$ cat src/rtl/muldiv_issue_ctrl.sv
// Core-side issue/writeback controller for the M-extension MULDIV unit.
// Issues one op at a time, polls busy with a timeout, and holds the result until accepted.
module muldiv_issue_ctrl #(
    parameter int MAX_WAIT = 64,
    parameter int CNT_W    = 7
) (
    input  logic        clk,
    input  logic        rstLow,
    input  logic        req_valid,
    output logic        req_ready,
    input  logic [2:0]  req_funct3,
    input  logic [31:0] req_rs1,
    input  logic [31:0] req_rs2,
    input  logic [4:0]  req_rd,
    output logic [31:0] md_rs1,
    output logic [31:0] md_rs2,
    output logic [2:0]  md_funct3,
    output logic        md_start,
    input  logic        md_busy,
    input  logic [31:0] md_result,
    output logic        wb_valid,
    input  logic        wb_ready,
    output logic [4:0]  wb_rd,
    output logic [31:0] wb_data,
    output logic        wb_err,
    output logic        stall
);

    typedef enum logic [1:0] {
        IDLE,
        ISSUE,
        WAIT,
        RESP
    } state_t;

    localparam logic [CNT_W-1:0] CNT_LAST = CNT_W'(MAX_WAIT - 1);

    state_t           state;
    logic [CNT_W-1:0] wait_cnt;

    // Gated by reset so every output reads 0 while rstLow is held low.
    assign req_ready = rstLow && (state == IDLE);
    assign stall     = (state != IDLE);

    always_ff @(posedge clk or negedge rstLow) begin
        if (!rstLow) begin
            state     <= IDLE;
            wait_cnt  <= '0;
            md_rs1    <= '0;
            md_rs2    <= '0;
            md_funct3 <= '0;
            md_start  <= 1'b0;
            wb_rd     <= '0;
            wb_data   <= '0;
            wb_valid  <= 1'b0;
            wb_err    <= 1'b0;
        end else begin
            md_start <= 1'b0;
            unique case (state)
                IDLE: begin
                    if (req_valid) begin
                        md_rs1    <= req_rs1;
                        md_rs2    <= req_rs2;
                        md_funct3 <= req_funct3;
                        wb_rd     <= req_rd;
                        md_start  <= req_funct3[2];
                        state     <= ISSUE;
                    end
                end
                ISSUE: begin
                    if (md_funct3[2]) begin
                        wait_cnt <= '0;
                        state    <= WAIT;
                    end else begin
                        wb_data  <= md_result;
                        wb_valid <= 1'b1;
                        state    <= RESP;
                    end
                end
                WAIT: begin
                    if (!md_busy) begin
                        wb_data  <= md_result;
                        wb_valid <= 1'b1;
                        state    <= RESP;
                    end else begin
                        wait_cnt <= wait_cnt + 1'b1;
                        if (wait_cnt == CNT_LAST) begin
                            wb_err   <= 1'b1;
                            wb_data  <= '0;
                            wb_valid <= 1'b1;
                            state    <= RESP;
                        end
                    end
                end
                RESP: begin
                    if (wb_ready) begin
                        wb_valid <= 1'b0;
                        wb_err   <= 1'b0;
                        state    <= IDLE;
                    end
                end
                default: state <= IDLE;
            endcase
        end
    end

endmodule

$ cat config.mk
export PLATFORM = sky130hd
export DESIGN_NAME = muldiv_issue_ctrl
export DESIGN_NICKNAME = d
export VERILOG_FILES = /design/src/rtl/muldiv_issue_ctrl.sv
export SDC_FILE = /design/constraint.sdc
export NUM_CORES = 1
export LEC_CHECK = 0
export CORE_UTILIZATION = 40
export CTS_CLUSTER_DIAMETER = 100
export DETAILED_ROUTE_END_ITERATION = 8
export HOLD_SLACK_MARGIN = 0.02
export PLACE_DENSITY = 0.78
export SLEW_MARGIN = 20
export SYNTH_ARGS = -nofsm -noshare
export SYNTH_HDL_FRONTEND = slang
export SYNTH_SLANG_ARGS = --single-unit
$ cat constraint.sdc
create_clock -name clk -period 2 [get_ports clk]
set_clock_uncertainty 0.15 [all_clocks]
set_input_delay 0.4 -clock clk [delete_from_list [all_inputs] [get_ports clk]]
set_output_delay 0.4 -clock clk [all_outputs]
set_load 0.02 [all_outputs]
# Word-level counts from Yosys, hierarchy flattened
# Cells that the tools add are included.
# op_classes
mul,0
div_mod_pow,0
bitwise,0
reduce_logical,12
mux,22
eq_ne,11
n_lt_le_gt_ge,0
add_sub_neg,1
shifts,0
# ops
cell,n
two-way mux 32 bit,3
one-hot mux 32 bit (2 select lines),1
two-way mux 7 bit,2
one-hot mux 7 bit (2 select lines),1
"inequality test 2 bit, second input constant",6
AND reduction 3 bit,3
two-way mux 1 bit,8
two-way mux 2 bit,4
one-hot mux 2 bit (4 select lines),1
AND reduction 4 bit,2
"adder 7 x 1 -> 7 bit, second input constant",1
"== test 7 x 6 -> 1 bit, second input constant",1
nonzero test 2 bit,3
"== test 2 bit, second input constant",2
"inequality test 3 bit, second input constant",1
one-hot mux 1 bit (3 select lines),1
nonzero test 3 bit,1
"== test 2 x 1 -> 1 bit, second input constant",1
zero test 2 bit,1
one-hot mux 1 bit (2 select lines),1
AND reduction 2 bit,1
logical AND 1 bit,1
# totals
mem_bits_ro,0
n_memories,0
wordCells,56
ramBits,0
regBits,116
out_inout_bits,109
in_bits,109
latchBits,0

# Logic depth before layout (Yosys ltp)
# Gate-level depths: netlist of the first run.
# depth
depth_word,4
mapped_depth,7
depth_no_buf,6

# Least setup slack after synthesis of the first run
# Ideal clock, no wire load.
# synth_path
path_type,reg-to-reg
startpoint,register state[0]
endpoint,register state[1]
path_stages_with_launch,7
arrival_ps,1458
synth_period_minus_slack_ps,1733
setup_time_ps,125
slack_ps,267
path_buffers,0
required_time_ps,1725
cell_sequence,dfrtp_1 > inv_1 > ha_1 > inv_1 > o22ai_1 > a31oi_2 > mux2_2
# synth_via
elab_chain_cells,3
elab_cells_between_ends,9
cone_classes,eq/ne (6); mux (1); reduce/logical (2)
# synth_lines
item,line_no,text
from (decl),38,state_t state;
from (signal assigned),47,state <= IDLE;
from (signal assigned),67,state <= ISSUE;
from (signal assigned),73,state <= WAIT;
== test 2 bit / zero test 2 bit (equally long branches),59,unique case (state)
inequality test 3 bit (no source line) / inequality test 2 bit (equally long branches),n/a,
AND reduction 3 bit (no source line),n/a,
# Several ways; a longest one is shown, not always the timed one.
# A chain may end at the register's enable or synchronous reset.

# Worst setup path in the final report of the first run
# layout_path
startpoint,register md_rs2[0]
endpoint,output md_rs2[0]
# layout_lines
item,line_no,text
from (decl),16,"output logic [31:0] md_rs2,"
from (signal assigned),63,md_rs2 <= req_rs2;
# No word-level cell between the ends.

==> run metrics, run 1 <==
DRT iter0 DRCs=150; Peak Freq=0.509 GHz; Syn-to-layout area delta=67.3%; number of synthesis warnings=0; GRT Util Overall=20.9%; Die X=108 um; min Tclk post-route=1.97 ns; Post-Place Cells=654; CP required=1.45 ns; final setup violation count=0; Unique masters post-synth=35; # fillers=774; post-DP HPWL=8.17 mm; CP max stage delay=0.63 ns; clock root cell=clkbuf_16; Final ANT Viol Nets=0; Max Root-Sink Buffers=2; PwrDens=1870 nW/um2; top cell type's share of synthesized area=64.2%; input/output buffers=217; Non-Filler Instances=685; Setup TNS=0 ns; Top FF cell, synth=dfrtp_1; RSZ-0062 raised after global routing=false; Synth Area per Inst=15.1 um2; clock slew at reported path FFs=0.05 ns; Least-Margin Pin Slew=0.617 ns; sequential share of the synthesized area=64.2%; Worst EP arrival=1.42 ns; share of cells above drive strength 1=23.7%; dpl ws=-0.00475 ns; Die Span Y=108 um; worst rel slew slack=58.9%; Post-CTS Setup Bufs=0; maximum vdd ir drop=1.10 mV; largest net degree at the start of global routing=117; final worst path period share=98.3%; Setup crit start kind=flip-flop; CP Buf/Inv Count=1; crit path cell chain=clkdlybuf4s50_1; outcome=complete, no violations; MaxCap Viol Count=0; routability cong.=0.845; WL/cell=17.5 um; Net Sw Frac=35.0%; CTS tree=built; most frequent cell after synthesis=dfrtp_1; Net Count, Synth=413; I/O Pins=218; CTS Buf Count=17; crit path kind=flip-flop to output pin; Seq pwr share=29.3%; Post-Synthesis Cells=299; number of antenna violations at the first check in global routing=0; biggest area consumer among synthesized cells=dfrtp_1; internal power=0.00919 W; Worst-Skew Late Latency=0.40 ns; Hold Startpoint=wb_valid; Final WS setup=0.0347 ns; worst min path class=flip-flop to flip-flop; core area=10900 um2; DRC viols=0; CP Launch Point=md_rs2[0]; Detailed Route WL=12.0 mm; via count=3411; gr ovfl total=0; Post-Syn Area=4520 um2; Final Hold Fails=0; first-pass GRT wire length=18.3 mm; ant diodes=0; CTS H-tree lvls=4; DR pass1 iterations=4; EDFF count, synth=0; Worst Path Max Fanout=2; clock power share=20.6%; placement row count=38; top cells by count, synth=116 x dfrtp_1, 72 x mux2_2, 31 x a22o_1; reg-to-reg slack, setup=0.13 ns; Logic pwr share=50.0%; Initial Utilization=41.3%; LEAKAGE=3.28 nW; Async SR Flop Fraction=100%; CP top delay family=buffers and inverters; critical path endpoint category=output pin; Worst R2R Start=state[0]; Via density=4.98; # clock sinks=116; Final Net Count=648; Total Die Area=11700 um2; max-slew violations=0; slowest CP cell=clkdlybuf4s50_1; leading post-synthesis cells by cell area=dfrtp_1 64%, mux2_2 18%, a22o_1 6.0%; Psw=0.00494 W; register bit total from synthesis=116; vias in the first global route=3612
## final timing paths
| kind | end | depth (start not counted) |
|---|---|---|
| hold reg to reg | wb_valid | 1 |
| min in group asynchronous | md_rs2[0] | 3 |
| hold / removal | wb_valid | 1 |
| setup reg to reg | wb_data[22] | 7 |
| max in group asynchronous | wb_data[15] | 3 |
| setup / recovery | md_rs2[0] | 1 |
## per-stage QoR
step           instance area, um2  hold slack (ns)  total power (W)  util [%]
3_5_place_dp                 6950            0.330           0.0111      63.5
5_1_grt                      7560            0.357           0.0148      69.1
2_1_floorplan                4520          -0.0456          0.00789         -
3_3_place_gp                 6950            0.332           0.0110      63.5
6_report                     7560            0.345           0.0141      69.1
4_1_cts                      7540            0.350           0.0142      68.9
## per-layer routing
metal / up-vias / routed length (um) / GRT usage (%)
met5: - / 0 / 0
met4: 0 / 239 / 8.69
met3: 20 / 1010 / 8.80
met2: 152 / 6120 / 35.3
met1: 1683 / 4620 / 23.3
li1: 1556 / - / -
## power by group through the flow
| stage | sequential, W | clock [W] | combinational, W |
|---|---|---|---|
| floorplan | 0.00544 | 0 | 0.00245 |
| global placement | 0.00407 | 0 | 0.00690 |
| detailed placement | 0.00414 | 0 | 0.00700 |
| CTS | 0.00415 | 0.00298 | 0.00708 |
| global route | 0.00427 | 0.00309 | 0.00748 |
| finish | 0.00414 | 0.00292 | 0.00707 |
## layout make-up
| class | count | area [um2] | area share [%] |
|---|---|---|---|
| Sequential cell | 116 | 2900 | 38.4 |
| Timing Repair Buffer | 231 | 2350 | 31.1 |
| Multi-Input combinational cell | 163 | 1530 | 20.3 |
| Clock buffer | 27 | 543 | 7.18 |
| Tap cell | 140 | 175 | 2.32 |
| Clock inverter | 3 | 40.0 | 0.530 |
| Inverter | 5 | 18.8 | 0.248 |
## flip-flops by register name, summed over array words and instances, names as in the netlist
signal,flops
md_funct3,3
wb_valid,1
wait_cnt,7
md_rs2,32
md_start,1
wb_data,32
wb_rd,5
md_rs1,32
wb_err,1
state,2
## what timing repair did
action	CTS	global route
endpoints found under the setup margin	3	5
endpoints found under the hold margin	116	0
resized for setup	9	6
gates cloned	0	0
hold buffers	1	0
## cell usage in the layout (no fill, tap or decap), types with 3 or more instances in the layout
cell type and n:
clkdlybuf4s50_1 212, ha_1 3, nor2_1 5, mux2_2 72, clkbuf_8 8, buf_4 8, nand2_1 8, nand4_1 3
inv_1 4, xnor2_1 3, a22o_1 31, o22ai_1 3, o21ai_0 4, dfrtp_1 116, clkbuf_16 17, buf_12 6
## cells by family after synthesis
family                     after synthesis  share of synthesized area (%)
adders and majority gates                5                           1.38
xor gates and xnor gates                 4                          0.775
and+or+nand+nor                         32                           3.87
muxes                                   73                           18.2
DFF                                    116                           64.2
buffers and inverters                   20                           2.55
AOI/OAI and AO/OA                       49                           9.05
No activity file was read; power rests on OpenSTA's default activity.
==> run 2: changes to the inputs <==
--- a/config.mk
+++ b/config.mk
@@ -5,11 +5,13 @@
 export SDC_FILE = /design/constraint.sdc
 export NUM_CORES = 1
 export LEC_CHECK = 0
-export CORE_UTILIZATION = 40
+export CORE_UTILIZATION = 41
 export CTS_CLUSTER_DIAMETER = 100
 export DETAILED_ROUTE_END_ITERATION = 8
 export HOLD_SLACK_MARGIN = 0.02
-export PLACE_DENSITY = 0.78
+export PLACE_DENSITY = 0.8
+export RECOVER_POWER = 25
+export REMOVE_ABC_BUFFERS = 1
 export SLEW_MARGIN = 20
 export SYNTH_ARGS = -nofsm -noshare
 export SYNTH_HDL_FRONTEND = slang
==> run metrics, run 2 (synthesis gave the netlist of run 1 again) <==
outcome=complete, no violations; post-DP HPWL=8.53 mm; number of antenna violations at the first check in global routing=0; Hold Startpoint=wb_data[4]; Total Die Area=11500 um2; Worst EP arrival=1.39 ns; min Tclk post-route=1.94 ns; Final Hold Fails=0; placement row count=37; worst rel slew slack=56.6%; DP Area=6990 um2; max-slew violations=0; I/O Pins=218; share of cells above drive strength 1=25.1%; # clock sinks=116; critical path endpoint category=output pin; input/output buffers=217; slowest CP cell=dfrtp_1; core area=10500 um2; worst min path class=flip-flop to flip-flop; Setup TNS=0 ns; Die X=107 um; Max Root-Sink Buffers=2; MaxCap Viol Count=0; dpl ws=0.0224 ns; Worst R2R Start=state[0]; Peak Freq=0.517 GHz; commonest non-fill, non-tap cell in the layout=dfrtp_1; ant diodes=0; crit path kind=flip-flop to output pin; clock root cell=clkbuf_8; Post-Place Cells=655; Worst Path Max Fanout=4; CTS H-tree lvls=4; Setup crit start kind=flip-flop; GRT Util Overall=22.3%; most frequent cells in the layout=116 x dfrtp_1, 107 x clkdlybuf4s50_1, 106 x dlygate4sd2_1; Detailed Route WL=12.3 mm; PwrDens=1830 nW/um2; RSZ-0062 raised after global routing=true; gr ovfl total=0; DRT iter0 DRCs=147; vias in the first global route=3799; first-pass GRT wire length=19.2 mm; Via density=5.08; cell area after layout=7550 um2; CP max stage delay=0.38 ns; biggest regs=md_rs1: 32 flops, md_rs2: 32 flops, wb_data: 32 flops; Die Span Y=107 um; GR peak layer=met2; via count=3499; met2 usage in global routing=38.8%; reg-to-reg slack, setup=0.14 ns; LEAKAGE=3.54 nW; Least-Margin Pin Slew=0.650 ns; maximum vdd ir drop=0.989 mV; final worst path period share=96.8%; Final Net Count=655; WL/cell=17.8 um; Final ANT Viol Nets=0; Initial Utilization=43.0%; crit path cell chain=inv_2, ha_4, and2_4, buf_6; Non-Filler Instances=689; met3 GRT Util=9.12%; Worst-Skew Late Latency=0.51 ns; CP Buf/Inv Count=2; CP required=1.45 ns; final setup violation count=0; Final WS setup=0.0645 ns; largest net degree at the start of global routing=117; Syn-to-layout area delta=67.0%; DR pass1 iterations=4; CTS Buf Count=17; routability cong.=0.795; clock slew at reported path FFs=0.05 ns; CP Launch Point=state[0]; CP top delay family=flip-flops; DRC viols=0; CTS tree=built; met1 GRT Util=23.8%
-- run 2: changes by cell type in the layout (fill, tap and decap cells not counted), sizes merged --
| cell | previous run | this run |
|---|---|---|
| buf | 15 | 23 |
| clkinv | 2 | 3 |
| clkinvlp | 0 | 1 |
| dlygate4sd2 | 1 | 106 |
| bufinv | 1 | 5 |
| clkbuf | 27 | 22 |
| clkdlybuf4s15 | 1 | 0 |
| clkdlybuf4s50 | 212 | 107 |
-- run 2: layout make-up --
type / instances / area [um2]
fill: 749 / 2960
sequential: 116 / 2900
timing repair buffer: 238 / 2270
multi-input combinational: 163 / 1530
clock buffer: 22 / 483
clock inverter: 9 / 173
tap: 136 / 170
inverter: 5 / 18.8
-- run 2: metrics by stage --
stage	power, W	hold slack, ns	util [%]
6_report	0.0138	0.341	71.8
3_3_place_gp	0.0110	0.333	66.5
5_1_grt	0.0145	0.325	71.8
3_5_place_dp	0.0112	0.330	66.5
2_1_floorplan	0.00770	-0.0456	-
4_1_cts	0.0139	0.325	71.6
-- run 2: what timing repair did --
item,4_1_cts,5_1_grt
setup endpoints to repair,108,3
buffers inserted,1,1
endpoints found under the hold margin,116,0
gates resized for setup,118,5
pin swaps,1,1
hold buffers,1,0
-- run 2: path summary, 6_finish.rpt --
kind,endpoint,depth (start not counted)
hold / removal,wb_data[4],1
setup / recovery,req_ready,4
hold reg to reg,wb_data[4],1
min in group asynchronous,md_rs1[9],3
setup reg to reg,wait_cnt[6],7
max in group asynchronous,wb_data[13],3
-- run 2: where the power goes --
group | switching [W] | total, W | internal, W
Clock | 0.00102 | 0.00332 | 0.00230
Sequential | 0.000576 | 0.00409 | 0.00351
Combinational | 0.00337 | 0.00638 | 0.00301
Total | 0.00497 | 0.0138 | 0.00882
-- run 2: per-layer routing --
metal / up-vias / part of all wire, %
li1: 1581 / -
met1: 1745 / 38
met2: 153 / 52
met3: 20 / 7.8
met4: 0 / 2.1
met5: - / 0
